[src/rtl/id_stage.sv]
// Instruction decode stage: one-entry staging register, field split, per-register
// and flags writeback scoreboard, hazard stall, and in-ID conditional branch resolution.
// Optional performance counters are compiled in with `define ID_PERF_EN.

module id_sb_cnt #(
  parameter int WB_LAT = 3
) (
  input  logic clk,
  input  logic reset,
  input  logic load,
  output logic busy
);
  logic [1:0] cnt;

  always_ff @(posedge clk or posedge reset) begin
    if (reset)           cnt <= 2'd0;
    else if (load)       cnt <= 2'(WB_LAT);
    else if (cnt != 2'd0) cnt <= cnt - 2'd1;
  end

  assign busy = (cnt != 2'd0);
endmodule

module id_stage #(
  parameter int WB_LAT = 3,
  parameter int NREGS  = 8
) (
  input  logic        clk,
  input  logic        reset,
  input  logic        in_valid,
  input  logic [31:0] in_instr,
  input  logic [31:0] in_pc,
  output logic        in_ready,
  output logic        out_valid,
  input  logic        out_ready,
  output logic [6:0]  out_opcode,
  output logic [2:0]  out_rd,
  output logic [2:0]  out_rs1,
  output logic [2:0]  out_rs2,
  output logic [31:0] out_imm,
  input  logic [3:0]  flags_nzcv,
  output logic        br_taken,
  output logic [31:0] br_target,
  output logic        flush
`ifdef ID_PERF_EN
  ,
  output logic [31:0] stall_cycles,
  output logic [15:0] branch_flushes
`endif
);
  localparam logic [6:0] OP_BCOND = 7'b1100001;

  logic             hold;
  logic [31:0]      instr_q, pc_q;
  logic [NREGS-1:0] reg_busy;
  logic             flag_busy;
  logic             is_br, is_wr, hazard, issue, resolve, cond_true;
  logic [31:0]      br_sum;
  logic             unused_carry;

  assign out_opcode = instr_q[31:25];
  assign out_rd     = instr_q[24:22];
  assign out_rs1    = instr_q[21:19];
  assign out_rs2    = instr_q[18:16];
  assign out_imm    = {{16{instr_q[15]}}, instr_q[15:0]};

  assign is_br = (out_opcode == OP_BCOND);
  assign is_wr = ~out_opcode[6];

  // Branches only wait on flags; everything else waits on its source registers.
  assign hazard  = is_br ? flag_busy : (reg_busy[out_rs1] | reg_busy[out_rs2]);
  assign out_valid = hold & ~is_br & ~hazard;
  assign issue     = out_valid & out_ready;
  assign resolve   = hold & is_br & ~hazard;

  always_comb begin
    cond_true = 1'b0;
    case (instr_q[23:22])
      2'b00: cond_true = flags_nzcv[2];
      2'b01: cond_true = ~flags_nzcv[2];
      2'b10: cond_true = flags_nzcv[3] ^ flags_nzcv[0];
      2'b11: cond_true = ~(flags_nzcv[3] ^ flags_nzcv[0]);
      default: cond_true = 1'b0;
    endcase
  end

  assign unused_carry = flags_nzcv[1];

  assign br_taken  = resolve & cond_true;
  assign flush     = br_taken;
  assign br_sum    = pc_q + {out_imm[29:0], 2'b00};
  assign br_target = {br_sum[31:2], 2'b00};

  // A resolving branch frees the slot, so a word may be accepted alongside it.
  assign in_ready = ~reset & (~hold | issue | resolve);

  always_ff @(posedge clk or posedge reset) begin
    if (reset) begin
      hold    <= 1'b0;
      instr_q <= 32'd0;
      pc_q    <= 32'd0;
    end else if (in_valid && in_ready && !br_taken) begin
      hold    <= 1'b1;
      instr_q <= in_instr;
      pc_q    <= in_pc;
    end else if (issue || resolve) begin
      hold    <= 1'b0;
    end
  end

  for (genvar g = 0; g < NREGS; g++) begin : g_sb
    id_sb_cnt #(.WB_LAT(WB_LAT)) u_cnt (
      .clk  (clk),
      .reset(reset),
      .load (issue & is_wr & (out_rd == 3'(g))),
      .busy (reg_busy[g])
    );
  end

  id_sb_cnt #(.WB_LAT(WB_LAT)) u_flag_cnt (
    .clk  (clk),
    .reset(reset),
    .load (issue & is_wr),
    .busy (flag_busy)
  );

`ifdef ID_PERF_EN
  always_ff @(posedge clk or posedge reset) begin
    if (reset) begin
      stall_cycles   <= 32'd0;
      branch_flushes <= 16'd0;
    end else begin
      if (hold && hazard && stall_cycles != '1)  stall_cycles   <= stall_cycles + 32'd1;
      if (br_taken && branch_flushes != '1)      branch_flushes <= branch_flushes + 16'd1;
    end
  end
`endif
endmodule

[config.mk]
export PLATFORM = sky130hd
export DESIGN_NAME = id_stage
export DESIGN_NICKNAME = d
export VERILOG_FILES = /design/src/rtl/id_stage.sv
export SDC_FILE = /design/constraint.sdc
export NUM_CORES = 1
export LEC_CHECK = 0
export ABC_AREA = 0
export CORE_ASPECT_RATIO = 0.7
export CORE_MARGIN = 2
export CORE_UTILIZATION = 42
export DETAILED_ROUTE_END_ITERATION = 6
export PLACE_DENSITY = 0.74
export SYNTH_ARGS = -nofsm -noshare
export SYNTH_HDL_FRONTEND = slang
export SYNTH_HIERARCHICAL = 1
export SYNTH_SLANG_ARGS = --single-unit
export TNS_END_PERCENT = 10
[constraint.sdc]
create_clock -name clk -period 3.6 [get_ports clk]
set_input_delay 1.08 -clock clk [delete_from_list [all_inputs] [get_ports clk]]
set_output_delay 1.08 -clock clk [all_outputs]
set_load 0.01 [all_outputs]
* Word-level counts from Yosys, hierarchy flattened *
Index checks and enable logic that the tools add are counted.

storage, ports and cells
  word-level logic and storage cells = 113
  output and inout port bits = 84
  flip-flop bits (word level) = 83
  bits of input ports = 72

cells by class
  order comparisons = 2
  bitwise gates (word level) = 27
  reduce and logical (&&, ||, !) cells = 25
  equality and inequality tests = 11
  muxes and demuxes = 26
  add/subtract/negate cells = 10

operators with widths
  operator                                             count
  nonzero test 2 bit                                   19
  two-way mux 2 bit                                    18
  adder 32 bit                                         1
  subtractor 2 x 1 -> 2 bit, second input constant     9
  AND 1 bit                                            16
  equality test 3 bit, second input constant           4
  < comparator 3 x 4 -> 1 bit, second input constant   2
  equality test 7 bit, second input constant           1
  inverter 1 bit                                       7
  binary-select mux 1 bit (select 3 bit)               2
  equality test 3 x 2 -> 1 bit, second input constant  2
  two-way mux 1 bit                                    5
  equality test 2 bit, second input constant           2
  case mux 1 bit (4 select lines)                      1
  equality test 3 x 1 -> 1 bit, second input constant  1
  zero test 3 bit                                      1
  OR 1 bit                                             3
  equality test 2 x 1 -> 1 bit, second input constant  1
  logical AND 1 bit                                    2
  zero test 2 bit                                      1
  zero test 1 bit                                      1
  logical OR 1 bit                                     1
  XOR 1 bit                                            1

* Longest topological paths before layout *
  depth after elaboration = 14
  mapped depth = 11
  depth with buffers taken out = 11

* Cells and area by module *
The synthesis kept the hierarchy.

by module, submodules not included
  module     seq. area each (um^2)  cells each  area an instance (um^2)  times used
  id_stage   1,576.5                410         4,580.6                  1
  id_sb_cnt  50.0                   12          113.9                    9

* Worst setup path before layout *
Ideal clock, no wire load.

  kind = reg2out
  start point = reg instr_q[15]
  end point = out br_target[28]
  path slack = -0.143 ns
  path buffers = 0
  data arrival time = 2.663 ns
  cell stages (with the launch flop) = 10
  required time = 2.520 ns
  cell sequence = dfrtp_1 -> ha_1 -> nand4_1 -> or4_1 -> o31a_1 -> nand2_1 -> o211ai_1 -> o21ai_1 -> o221ai_1 -> xnor2_1

on the way
  longest elaborated chain between the ends = 1

RTL lines
  element                 RTL line  source
  from (decl)             54        logic [31:0] instr_q, pc_q;
  from (signal assigned)  104       instr_q <= in_instr;
  adder 32 bit            91        assign br_sum = pc_q + {out_imm[29:0], 2'b00};
  to (decl)               43        output logic [31:0] br_target,

No other way between the ends.

* Final worst setup path *
  start point = reg pc_q[10]
  end point = out br_target[29]

on the way
  longest elaborated chain between the ends = 1

RTL lines
  element                 RTL line  source
  from (decl)             54
  from (signal assigned)  105       pc_q <= in_pc;
  adder 32 bit            91

No other way between the ends.

==> Implementation_results.wiki <==
{| class="wikitable"
! Metric !! Value
|-
| Total routing usage reported by global routing || 0.219
|-
| Number of setup violations in the final report || 20
|-
| Library cell with the highest instance count after synthesis || dfrtp_1
|-
| Root buf cell || clkbuf_16
|-
| Starting utilization of the core area || 0.428
|-
| Power dissipated by switching net loads || 4.30 mW
|-
| Number of rows in the core area || 35
|-
| Total instance count after detailed placement || 899
|-
| Crit. End Element || output port
|-
| Most prevalent standard cell on the critical path || buf_4
|-
| RSZ-0062 raised after global routing || true
|-
| Worst setup path class || flop to output port
|-
| First DRT Iteration DRCs || 283
|-
| Weighted congestion reported at the end of routability-driven placement || 0.963
|-
| Share of total power consumed by net switching || 0.407
|-
| Final routed DRC violation total || 0
|-
| Maximum achievable frequency || 249 MHz
|-
| Number of instances in the synthesized netlist || 518
|-
| Post-layout net count || 864
|-
| Detailed Place HPWL || 11400 microns
|-
| Maximum resistive drop on vdd || 0.465 mV
|-
| Skew-Pair Late Insertion Delay || 0.34 ns
|-
| Flip-flop and latch count after synthesis || 81
|-
| DRT Pass-1 Iters || 4
|-
| Chip width || 142 microns
|-
| Number of hold-slack violations in the final timing report || 0
|-
| DIE AREA || 14300 sq um
|-
| CP Max Fanout || 4
|-
| Area Overhead vs Synth || 50.8%
|-
| Ratio of total power to cell area || 1250 nW/um^2
|-
| Fraction of layout instances using a drive strength above 1 || 0.350
|-
| Largest cells by area after synthesis || dfrtp_1 36%, mux2_4 16%, ha_1 8.5%
|-
| Post-DRT Antenna Nets || 0
|-
| Required arrival time at the worst endpoint || 2.52 ns
|-
| Via-per-instance ratio || 5.15
|-
| Status || finished, violations left
|-
| Violated checks || setup timing
|-
| Final Cycle Share || 1.12
|-
| Worst endpoint data arrival time || 2.94 ns
|-
| Floorplan core area || 13100 sq um
|-
| Sequential fraction of the synthesis area || 0.362
|-
| EDFF count, synth || 0
|-
| Relative contribution of combinational cells to total power || 0.720
|-
| Gr ovfl total || 0
|-
| Number of port buffers || 150
|-
| Top cell type's share of synthesized area || 0.362
|-
| Predominant post-synthesis flop cell || dfrtp_1
|-
| Path type of the worst min-delay path || flop to flop
|-
| Reg2Reg Depth || 12
|-
| Number of maximum-capacitance constraint violations || 0
|-
| Count of synthesis-stage warnings from yosys || 6
|-
| Leakage component of the power || 3.94 nW
|-
| Maximum count of clock buffers along a single path || 2
|-
| Cell type contributing the most total cell area after synthesis || dfrtp_1
|-
| Worst path depth || 13
|-
| Antenna violations before repair || 0
|-
| Worst setup skew after layout || 0.00608 ns
|-
| Number of buffers and inverters on the critical path || 4
|-
| Count of vias placed by the detailed router || 4756
|-
| Clock share of power || 0.109
|-
| Routed wire length || 15600 microns
|-
| Pin count of the biggest net entering global routing || 35
|-
| Max stage delay on crit path || 0.41 ns
|-
| Via count of the first global-routing pass || 4935
|-
| Final non-filler cell total || 924
|-
| Commonest cells in the netlist || 81 x dfrtp_1, 59 x mux2_4, 49 x inv_1, 38 x ha_1
|-
| TritonCTS clock tree || yes
|-
| Hold path cells || 1
|-
| Count of final max-slew check failures || 0
|-
| Final Worst Setup Slack || -0.419 ns
|-
| Sum of negative setup slack || -4.24 ns
|-
| Flop pwr share || 0.171
|-
| Worst-path clk slew || 0.06 ns
|-
| Synth Area per Inst || 10.8 sq um
|-
| Internal power consumption || 6.26 mW
|-
| Async set or reset register ratio after synthesis || 1.00
|-
| CTS sink cnt || 81
|-
| Drt wl/cell || 16.9 microns
|-
| Family with the most delay on the worst path || compound AO/OA/AOI/OAI gates
|-
| Clock buffer count from CTS || 9
|-
| Global-route wire length before repair || 24500 microns
|-
| Final Critical Period || 4.02 ns
|-
| Antenna diode count || 0
|-
| H-Tree Level Count || 3
|-
| Post-synthesis cell type count || 51
|-
| Cell Chain, Critical Path || ha_4, nand2_2, buf_4, a211oi_1, a31o_2, o21ai_4, a21oi_2, o21ai_2, buf_4, buf_4, a2111o_1, nand3_2, buf_6
|-
| Die span in y || 101 microns
|-
| Area of the mapped netlist || 5610 sq um
|-
| Startpoint type of the worst setup path || flop
|-
| I/O pin count || 156
|-
| Master of the slowest instance on the critical path || dfrtp_1
|}
-- power by group through the flow --
stage                     logic [mW]  registers [mW]  clock network (mW)
final                           7.60            1.81                1.15
after global routing            8.23            1.87                1.20
after CTS                       7.36            1.79                1.16
after detailed placement        7.30            1.77                   0
after global placement          7.07            1.74                   0
after floorplan                 3.90            1.81                   0
-- what timing repair did --
item,CTS,global route
pin swaps,45,18
hold buffers,0,0
endpoints found under the setup margin,29,27
cloned,0,0
gates resized for setup,144,25
buffers inserted,6,4
-- metal layers --
layer  vias to the layer above  part of all wire  GRT usage
met2                       160              0.50      0.379
met3                        32             0.053     0.0447
met1                      2316              0.43      0.276
met4                         0             0.023     0.0692
met5                         -                 0          0
li1                       2248                 -          -
-- through the flow --
step	setup slack (ns)	total power, mW	hold slack (ns)	utilization	instance area (sq um)
6_report	-0.419	10.6	0.514	0.646	8460
5_1_grt	-0.564	11.3	0.530	0.646	8460
4_1_cts	-0.414	10.3	0.515	0.637	8350
3_5_place_dp	-0.825	9.07	0.500	0.595	7790
3_3_place_gp	-0.762	8.81	0.496	0.595	7790
2_1_floorplan	-0.0655	5.70	0.485	-	5610
-- kinds of logic (layout without fill, tap and decap cells) --
family,Yosys count,in the layout,synth area share
AO/OA/AOI/OAI,90,90,0.104
other,1,2,0.000669
XOR/XNOR,37,37,0.0578
flip-flops,81,81,0.362
buffers and inverters,78,317,0.0837
adder cells (fa/ha/maj),39,39,0.0884
multiplexers,68,68,0.186
AND/OR/NAND/NOR,124,124,0.118
-- placed cells by master, fill, tap and decap left out, drive strengths merged, types with 2 or more instances in the layout --
cell	netlist	routed
nand2	21	21
ha	38	38
and3	5	5
or2	2	2
a31oi	3	3
a21oi	28	28
nor4	2	2
a211oi	6	6
mux2i	2	2
nand2b	24	24
a21o	18	18
xnor2	20	20
o21bai	3	3
clkdlybuf4s15	0	2
dfrtp	81	81
o211ai	5	5
nand3b	3	3
buf	26	123
and2	2	2
mux2	62	62
and4	2	2
nand3	9	9
dlygate4sd2	0	6
or2b	9	9
nor3	9	9
o31a	2	2
conb	1	2
or3	2	2
clkbuf	3	13
mux4	4	4
nor2	28	28
nand4	3	3
bufinv	0	4
xor2	17	17
clkdlybuf4s50	0	118
inv	49	51
o21ai	17	17
o21a	2	2
-- path summary, 6_finish.rpt --
kind | start | endpoint | slack, ns
min in group asynchronous | reset | g_sb[1].u_cnt/cnt[0] | 1.13
max reg2reg | g_sb[4].u_cnt/cnt[0] | instr_q[1] | 0.60
min | pc_q[30] | pc_q[30] | 0.51
min reg2reg | pc_q[30] | pc_q[30] | 0.51
max | pc_q[10] | br_target[29] | -0.42
max in group asynchronous | reset | pc_q[24] | 1.82
-- state kept, by name, indices dropped and copies added, names as in the netlist --
signal,flops
u_flag_cnt/cnt,2
hold,1
g_sb.u_cnt/cnt,16
pc_q,30
instr_q,32
-- layout make-up --
class                           instances  area [sq um]
Sequential cell                        81          2030
Fill cell                             995          4640
Multi-Input combinational cell        360          3440
Clock buffer                           10           229
Timing Repair Buffer                  252          2220
Tap cell                              166           208
Clock inverter                          6           138
Inverter                               49           184
-- worst register-to-register path, stage by stage (launching register included) --
cell and delay [ns]:
dfrtp_1 0.39, inv_1 0.06, ha_2 0.20, inv_1 0.08, mux4_1 0.50, mux2i_1 0.18
and3_1 0.22, a211oi_2 0.11, buf_4 0.16, nor4b_4 0.27, buf_4 0.18, buf_12 0.17
mux2_2 0.36
No activity file was read; power rests on OpenSTA's default activity.
